## config.mk

```make
export PLATFORM = sky130hd
export DESIGN_NAME = fabric_config_loader
export DESIGN_NICKNAME = d
export VERILOG_FILES = /design/src/rtl/fabric_config_loader.sv
export SDC_FILE = /design/constraint.sdc
export NUM_CORES = 1
export LEC_CHECK = 0
export ABC_AREA = 1
export BUFFER_PORTS_ARGS = -buffer_cell sky130_fd_sc_hd__buf_4
export CAP_MARGIN = 0
export CORE_ASPECT_RATIO = 1.1
export CORE_MARGIN = 2
export CORE_UTILIZATION = 40
export CTS_CLUSTER_DIAMETER = 150
export DETAILED_ROUTE_END_ITERATION = 10
export GPL_TIMING_DRIVEN = 0
export SYNTH_ARGS = -nofsm -noshare
export SYNTH_HDL_FRONTEND = slang
export SYNTH_SLANG_ARGS = --single-unit
export TNS_END_PERCENT = 20
```

## constraint.sdc

```tcl
create_clock -name wb_clk_i -period 1.6 [get_ports wb_clk_i]
set_input_delay 0.08 -clock wb_clk_i [delete_from_list [all_inputs] [get_ports wb_clk_i]]
set_output_delay 0.08 -clock wb_clk_i [all_outputs]
set_load 0.01 [all_outputs]
```

## src/rtl/fabric_config_loader.sv

```systemverilog
// fabric_config_loader: streams 32-bit configuration words into the eFPGA
// frame data shift register (LSB first) and sequences the row-strobe counter
// so every frame of the fabric is written once per load.
// Every output is a flop. The next-state logic computes the value each output
// must have in the state being entered, so pins change only on clock edges.
module fabric_config_loader #(
    parameter int NumberOfRows    = 6,
    parameter int FrameBitsPerRow = 32,
    parameter int NumberOfCols    = 8,
    parameter int MaxFramesPerCol = 36
) (
    input  logic                       wb_clk_i,
    input  logic                       wb_rst_i,
    input  logic                       start,
    input  logic                       word_valid,
    input  logic [FrameBitsPerRow-1:0] word_data,
    output logic                       word_ready,
    output logic                       fd_shift,
    output logic                       fd_data,
    output logic                       rs_reset,
    output logic                       rs_incr,
    output logic                       rs_strobe,
    output logic                       busy,
    output logic                       done,
    output logic [15:0]                frame_count
);

    // One configuration word fills one row slice of the frame.
    localparam int WORDS_PER_FRAME = NumberOfRows;
    localparam int TOTAL_FRAMES    = NumberOfCols * MaxFramesPerCol;
    localparam int WIDX_W          = (WORDS_PER_FRAME > 1) ? $clog2(WORDS_PER_FRAME) : 1;
    localparam int BIT_W           = (FrameBitsPerRow > 1) ? $clog2(FrameBitsPerRow) : 1;

    typedef enum logic [2:0] {
        IDLE,
        CLR,
        WAIT,
        SHIFT,
        STROBE,
        INCR,
        DONE
    } state_t;

    state_t                     state_q, state_d;
    logic [FrameBitsPerRow-1:0] shreg_q, shreg_d;   // bits still to be sent
    logic [BIT_W-1:0]           bit_q, bit_d;       // index of bit on fd_data
    logic [WIDX_W-1:0]          widx_q, widx_d;     // word index within frame
    logic [15:0]                fc_d;

    logic word_ready_d, fd_shift_d, fd_data_d;
    logic rs_reset_d, rs_incr_d, rs_strobe_d, busy_d, done_d;

    // Next-state and next-output decode; outputs describe the entered state.
    always_comb begin
        state_d      = state_q;
        shreg_d      = shreg_q;
        bit_d        = bit_q;
        widx_d       = widx_q;
        fc_d         = frame_count;
        word_ready_d = 1'b0;
        fd_shift_d   = 1'b0;
        fd_data_d    = 1'b0;
        rs_reset_d   = 1'b0;
        rs_incr_d    = 1'b0;
        rs_strobe_d  = 1'b0;
        busy_d       = 1'b1;
        done_d       = 1'b0;

        case (state_q)
            IDLE, DONE: begin
                busy_d = 1'b0;
                done_d = (state_q == DONE);
                if (start) begin
                    state_d    = CLR;
                    fc_d       = '0;
                    widx_d     = '0;
                    bit_d      = '0;
                    rs_reset_d = 1'b1;
                    busy_d     = 1'b1;
                    done_d     = 1'b0;
                end
            end

            CLR: begin
                state_d      = WAIT;
                word_ready_d = 1'b1;
            end

            // Hold ready until a word arrives; stalls emit nothing.
            WAIT: begin
                if (word_valid && word_ready) begin
                    state_d    = SHIFT;
                    shreg_d    = word_data >> 1;
                    bit_d      = '0;
                    fd_shift_d = 1'b1;
                    fd_data_d  = word_data[0];
                end else begin
                    word_ready_d = 1'b1;
                end
            end

            SHIFT: begin
                if (bit_q == BIT_W'(FrameBitsPerRow - 1)) begin
                    if (widx_q < WIDX_W'(WORDS_PER_FRAME - 1)) begin
                        widx_d       = widx_q + 1'b1;
                        state_d      = WAIT;
                        word_ready_d = 1'b1;
                    end else begin
                        widx_d      = '0;
                        state_d     = STROBE;
                        rs_strobe_d = 1'b1;
                    end
                end else begin
                    bit_d      = bit_q + 1'b1;
                    shreg_d    = shreg_q >> 1;
                    fd_shift_d = 1'b1;
                    fd_data_d  = shreg_q[0];
                end
            end

            // Counter is held still while the frame is written.
            STROBE: begin
                state_d   = INCR;
                rs_incr_d = 1'b1;
            end

            INCR: begin
                fc_d = frame_count + 16'd1;
                if (frame_count == 16'(TOTAL_FRAMES - 1)) begin
                    state_d = DONE;
                    busy_d  = 1'b0;
                    done_d  = 1'b1;
                end else begin
                    state_d      = WAIT;
                    word_ready_d = 1'b1;
                end
            end

            default: begin
                state_d = IDLE;
                busy_d  = 1'b0;
            end
        endcase
    end

    // State, datapath and output registers; reset overrides everything.
    always_ff @(posedge wb_clk_i) begin
        if (wb_rst_i) begin
            state_q     <= IDLE;
            shreg_q     <= '0;
            bit_q       <= '0;
            widx_q      <= '0;
            frame_count <= '0;
            word_ready  <= 1'b0;
            fd_shift    <= 1'b0;
            fd_data     <= 1'b0;
            rs_reset    <= 1'b0;
            rs_incr     <= 1'b0;
            rs_strobe   <= 1'b0;
            busy        <= 1'b0;
            done        <= 1'b0;
        end else begin
            state_q     <= state_d;
            shreg_q     <= shreg_d;
            bit_q       <= bit_d;
            widx_q      <= widx_d;
            frame_count <= fc_d;
            word_ready  <= word_ready_d;
            fd_shift    <= fd_shift_d;
            fd_data     <= fd_data_d;
            rs_reset    <= rs_reset_d;
            rs_incr     <= rs_incr_d;
            rs_strobe   <= rs_strobe_d;
            busy        <= busy_d;
            done        <= done_d;
        end
    end

    // The downstream strobe counter and frame register must never see two
    // commands in one cycle, and serial data is quiet outside shifting.
    a_cmd_exclusive: assert property (@(posedge wb_clk_i) disable iff (wb_rst_i)
        $onehot0({rs_reset, rs_incr, rs_strobe, fd_shift}));
    a_data_quiet: assert property (@(posedge wb_clk_i) disable iff (wb_rst_i)
        !fd_shift |-> !fd_data);

endmodule
```

==> Word level (Yosys, flattened, before mapping) <==
Cells that the tools add are included.
{ "classes": {"n_bitwise": 3, "eq_ne": 12, "mux": 37, "add_sub_neg": 3, "magnitude_cmp": 1, "n_reduce_logical": 15} }
{ "op_table": {"columns": ["operator", "n"], "rows": [
  ["32-bit 2-to-1 mux", 2],
  ["32-bit one-hot mux with 2 select lines", 1],
  ["16-bit one-hot mux with 2 select lines", 1],
  ["3-bit 2-to-1 mux", 8],
  ["3-bit one-hot mux with 6 select lines", 1],
  ["16-bit by 1-bit adder with 16-bit output (second input constant)", 1],
  ["16-bit by 9-bit == test with 1-bit output (second input constant)", 1],
  ["16-bit 2-to-1 mux", 1],
  ["5-bit 2-to-1 mux", 3],
  ["5-bit one-hot mux with 3 select lines", 1],
  ["1-bit 2-to-1 mux", 13],
  ["3-bit == test (second input constant)", 3],
  ["3-bit AND reduction", 3],
  ["2-bit inequality test (second input constant)", 4],
  ["3-bit by 2-bit == test with 1-bit output (second input constant)", 2],
  ["1-bit one-hot mux with 2 select lines", 3],
  ["3-bit one-hot mux with 2 select lines", 1],
  ["2-bit nonzero test", 3],
  ["5-bit by 1-bit adder with 5-bit output (second input constant)", 1],
  ["5-bit == test (second input constant)", 1],
  ["1-bit one-hot mux with 4 select lines", 1],
  ["4-bit AND reduction", 1],
  ["2-bit OR reduction", 2],
  ["4-bit OR reduction", 1],
  ["10 further kinds", 12]
]} }
{ "totals": {"elab_cells": 84, "in_bits": 36, "output_inout_bits": 24, "ff_bits": 67} }

==> Longest topological paths before layout <==
{ "logic_depth": {"ltp_word": 4, "mapped_depth": 10, "ltp_nobuf": 10} }

==> Worst setup path before layout <==
OpenSTA, ideal clock, no wires.
{ "synth_path": {"path_type": "register to register", "from": "reg bit_q[0]", "to": "reg bit_q[4]", "period_less_slack_ps": 1484, "setup_time_ps": 128, "n_path_buf": 0, "arrival_time_ps": 1356, "path_slack_ps": 116, "stages_incl_launch_ff": 11, "t_required_ps": 1472, "cell_sequence": "dfxtp_1 -> ha_1 -> nand2_1 -> nor2_1 -> ha_1 -> nand2_1 -> nand2_1 -> nor2_4 -> nand2_1 -> o21ai_0 -> nor2_1"} }
{ "synth_via": {"elab_chain_cells": 3, "elab_cells_between_ends": 6, "cone_classes": "1 x add/sub; 2 x eq/ne; 2 x mux; 1 x reduce/logical"} }
{ "synth_lines": {"columns": ["item", "line_no", "source"], "rows": [
  ["start, declared", "46", "logic [BIT_W-1:0] bit_q, bit_d;"],
  ["start signal, assigned", "165", "bit_q <= bit_d;"],
  ["5-bit by 1-bit adder with 5-bit output / 5-bit == test (equally long branches)", "114, 103", null],
  ["5-bit 2-to-1 mux / 2-bit inequality test (equally long branches)", null, null],
  ["5-bit one-hot mux with 3 select lines / 4-bit AND reduction (equally long branches)", null, null]
]} }
Several ways; a longest one is shown, not always the timed one. The select of a mux whose other input is x is not followed.
A chain may end at the register's enable or synchronous reset.

==> Final worst setup path <==
{ "layout_path": {"from": "reg bit_q[1]", "to": "reg shreg_q[5]"} }
{ "layout_via": {"elab_chain_cells": 3} }
{ "layout_lines": {"columns": ["item", "line_no", "source"], "rows": [
  ["5-bit == test", "103", "if (bit_q == BIT_W'(FrameBitsPerRow - 1)) begin"],
  ["2-bit inequality test (no source line)", null, null],
  ["3-bit AND reduction (no source line)", null, null],
  ["end signal, assigned", "164", "shreg_q <= shreg_d;"],
  ["end, declared", "45", "logic [FrameBitsPerRow-1:0] shreg_q, shreg_d;"]
]} }
Every way passes these cells.

==> impl_metrics.xml <==
<?xml version="1.0" encoding="UTF-8"?>
<metrics>
  <group name="timing">
    <metric name="whs" unit="ns">0.0166</metric>
    <metric name="final_hold_violation_count" unit="">0</metric>
    <metric name="minimum_clock_period_after_layout" unit="ns">1.54</metric>
    <metric name="setup_viol_count_final" unit="">0</metric>
    <metric name="fmax" unit="MHz">649</metric>
    <metric name="rsz0062_at_grt" unit="">true</metric>
    <metric name="setup_total_negative_slack" unit="ns">0</metric>
    <metric name="slew-limit-headroom" unit="%">61.0</metric>
    <metric name="finClkSkew" unit="ns">0.00851</metric>
    <metric name="tightestPinTransition" unit="ns">0.584</metric>
    <metric name="period_share" unit="%">96.4</metric>
    <metric name="final.setup.worst_slack" unit="ns">0.0581</metric>
    <metric name="report.final.slew_viol_count" unit="">0</metric>
  </group>
  <group name="placement">
    <metric name="routabilityCongestion" unit="">0.837</metric>
    <metric name="placement.setup.worst_slack" unit="ns">-0.176</metric>
    <metric name="place_hpwl" unit="um">5760</metric>
    <metric name="dp.cells" unit="">617</metric>
    <metric name="port-buffer-count" unit="">59</metric>
  </group>
  <group name="yosys">
    <metric name="synth_cell_type_count" unit="">29</metric>
    <metric name="ys.flop_type" unit="">dfxtp_1</metric>
    <metric name="synth_top_area_cell" unit="">dfxtp_1</metric>
    <metric name="postSynth.asyncResetShare" unit="%">0</metric>
    <metric name="synth-adder-area-share" unit="%">1.98</metric>
    <metric name="synthCells" unit="">450</metric>
    <metric name="avgSynthCellArea" unit="um2">7.03</metric>
    <metric name="synth_simple_gate_area_share" unit="%">30.3</metric>
    <metric name="dominant_combinational_cell_family_by_area_after_synthesis" unit="">simple AND/OR/NAND/NOR gates</metric>
    <metric name="synth_mux_area_share" unit="%">0</metric>
    <metric name="yosysMostFrequentCell" unit="">nand2_1</metric>
    <metric name="yosys_register_bits" unit="">66</metric>
    <metric name="synth_area_leaders" unit="">dfxtp_1 (42%), nand2_1 (16%), a31oi_1 (6.1%), o21ai_1 (5.1%), nor2_1 (4.5%)</metric>
    <metric name="synth_compound_gate_area_share" unit="%">18.6</metric>
    <metric name="synth_sequential_area_ratio" unit="%">41.8</metric>
    <metric name="synth_enable_flop_cells" unit="">0</metric>
    <metric name="synth_top_area_share" unit="%">41.8</metric>
    <metric name="ys_top_cells_by_count" unit="">nand2_1 (136), dfxtp_1 (66), nor2_1 (38)</metric>
    <metric name="post_synth_xor_area_fraction" unit="%">0</metric>
    <metric name="ys_warn_count" unit="">0</metric>
    <metric name="synthesis.area" unit="um2">3160</metric>
    <metric name="mapped_nets" unit="">491</metric>
  </group>
  <group name="grt">
    <metric name="global_route.usage.total" unit="%">19.3</metric>
    <metric name="grt_total_ovfl" unit="">0</metric>
    <metric name="grt_pass1_wl" unit="um">13400</metric>
    <metric name="grt_start_max_net_pins" unit="">12</metric>
    <metric name="antenna_violations_before_repair" unit="">0</metric>
    <metric name="grt_pass1_vias" unit="">3056</metric>
  </group>
  <group name="cts">
    <metric name="htree_num_levels" unit="">3</metric>
    <metric name="cts.sinks" unit="">66</metric>
    <metric name="clock_tree.buffer_depth" unit="">2</metric>
    <metric name="clock_insertion_delay_worst_skew" unit="ns">0.33</metric>
    <metric name="cts_tree" unit="">done</metric>
    <metric name="cts_root_buf" unit="">clkbuf_8</metric>
    <metric name="clkSlewWorstSetupHoldPaths" unit="ns">0.07</metric>
    <metric name="cts-buffers-inserted" unit="">9</metric>
  </group>
  <group name="die">
    <metric name="vertical_die_dimension" unit="um">97.3</metric>
    <metric name="ios" unit="">60</metric>
    <metric name="die_area" unit="um2">8640</metric>
    <metric name="core_region_area" unit="um2">7780</metric>
    <metric name="dieWidth" unit="um">88.8</metric>
    <metric name="rows" unit="">34</metric>
    <metric name="initial_core_util" unit="%">40.6</metric>
  </group>
  <group name="final_layout">
    <metric name="layout-drive-gt1-share" unit="%">26.4</metric>
    <metric name="finish.cell_count_without_fillers" unit="">642</metric>
    <metric name="nets" unit="">570</metric>
    <metric name="antenna_cells_inserted" unit="">0</metric>
    <metric name="area_growth" unit="%">32.3</metric>
  </group>
  <group name="power_and_ir_drop">
    <metric name="power_density" unit="nW/um2">1180</metric>
    <metric name="power_leakage" unit="nW">1.76</metric>
    <metric name="peakVddDrop" unit="uV">733</metric>
    <metric name="total_power" unit="mW">4.94</metric>
  </group>
  <group name="route">
    <metric name="route.met2.wl" unit="um">4030</metric>
    <metric name="dr_wl_met3" unit="um">354</metric>
    <metric name="initialDrtViolationCount" unit="">120</metric>
    <metric name="routed_wl_per_cell" unit="um">12.6</metric>
    <metric name="dr.pass1.iters" unit="">4</metric>
    <metric name="maxUsedRoutingLayer" unit="">met4</metric>
    <metric name="drt_wl_total" unit="um">8110</metric>
    <metric name="drc" unit="">0</metric>
    <metric name="route.antenna.remaining_nets" unit="">0</metric>
    <metric name="routed-via-count" unit="">3220</metric>
    <metric name="detail_route.wirelength.met1" unit="um">3620</metric>
    <metric name="detail_route.vias_per_cell" unit="">5.02</metric>
  </group>
  <group name="setup_path">
    <metric name="cp_cell_sequence" unit="">ha_4 -&gt; nand2_4 -&gt; nor2_4 -&gt; ha_4 -&gt; inv_1 -&gt; nand2_2 -&gt; nand2_4 -&gt; buf_6 -&gt; o21ai_1 -&gt; a31oi_1</metric>
    <metric name="timing.critical_path.slowest_cell_delay" unit="ns">0.37</metric>
    <metric name="cpLargestDelayFamily" unit="">flip-flops</metric>
    <metric name="cp.arrival" unit="ns">1.75</metric>
    <metric name="timing.critical_path.required" unit="ns">1.81</metric>
    <metric name="path_buf_inv" unit="">2</metric>
    <metric name="worst_setup_path_start_kind" unit="">flip-flop</metric>
    <metric name="worst_path_max_delay_cell" unit="">dfxtp_4</metric>
    <metric name="critical_path_peak_fanout" unit="">10</metric>
    <metric name="ff2ff_setup_slack" unit="ns">0.06</metric>
    <metric name="timing.critical_path.to_type" unit="">flip-flop</metric>
    <metric name="critPathKind" unit="">reg2reg</metric>
  </group>
  <group name="min_path">
    <metric name="timing.hold.worst.class" unit="">in2reg</metric>
  </group>
  <group name="outcome">
    <metric name="status" unit="">finished clean</metric>
  </group>
  <group name="flow_run">
    <metric name="drv.max_cap_violation_count" unit="">0</metric>
  </group>
</metrics>
[power by group]
part	switching [mW]	leakage, nW	internal [mW]
clock	0.625	0.107	0.877
combinational	0.889	1.11	0.561
sequential	0.137	0.538	1.85
total	1.65	1.76	3.29
[layer usage]
metal / track usage, % / vias to the layer above
li1: - / 1675
met2: 32.1 / 65
met1: 23.8 / 1472
met3: 3.82 / 8
met5: 0 / -
met4: 8.04 / 0
[layout make-up]
type	count	area, um2
plain buffers	20	124
clock buffers	11	131
clock inverters	5	78.8
fillers	811	3600
inverters	31	124
multi-input cells	333	1740
flip-flops and latches	66	1340
well taps	108	135
repair buffers	68	518
[through the flow]
step                instance area (um2)  utilization, %
floorplan                          3160               -
global placement                   3740            48.1
detailed placement                 3740            48.1
CTS                                4010            51.5
global route                       4190            53.8
finish                             4190            53.8
[worst paths after layout]
check,end,startpoint,depth (start not counted)
worst max-delay path,shreg_q[5],bit_q[1],10
worst min-delay path,shreg_q[17],word_data[18],3
worst max register to register,shreg_q[5],bit_q[1],10
worst min register to register,frame_count[0],frame_count[0],1
[flip-flops by register name, indices dropped and copies added (netlist names)]
| signal | count |
|---|---|
| fd_data | 1 |
| rs_incr | 1 |
| rs_reset | 1 |
| busy | 1 |
| fd_shift | 1 |
| bit_q | 5 |
| word_ready | 1 |
| widx_q | 3 |
| done | 1 |
| state_q | 3 |
| frame_count | 16 |
| shreg_q | 31 |
| rs_strobe | 1 |
[cells in the final DEF (no fill, tap or decap), drive strengths merged, types with 3 or more instances in the layout]
cell / synthesis / routed
clkinv: 0 / 3
dlygate4sd3: 0 / 3
inv: 31 / 31
nand4: 7 / 7
clkbuf: 9 / 23
nand3: 22 / 22
nor3: 8 / 8
nor2: 42 / 42
a21oi: 25 / 25
a31oi: 31 / 31
o21ai: 47 / 47
buf: 11 / 73
nand2: 141 / 141
ha: 5 / 5
dfxtp: 66 / 66
[cells by family after synthesis]
kind of cell,count (synthesis)
AND/OR/NAND/NOR,221
AO/OA/AOI/OAI,107
flip-flops,66
buffers and inverters,51
adder cells (fa/ha/maj),5
[worst register-to-register path, cell delays in order (launching register included)]
cell,delay (ns)
dfxtp_4,0.37
ha_4,0.15
nand2_4,0.06
nor2_4,0.12
ha_4,0.18
inv_1,0.06
nand2_2,0.08
nand2_4,0.09
buf_6,0.16
o21ai_1,0.12
a31oi_1,0.06
[repair_timing]
action,in CTS,in global routing
endpoints found under the setup margin,43,53
pin swaps,5,15
hold buffers,3,0
gates resized for setup,8,45
buffers inserted,1,5
endpoints found under the hold margin,4,0
Note: power is estimated with default switching activity, not from simulation.
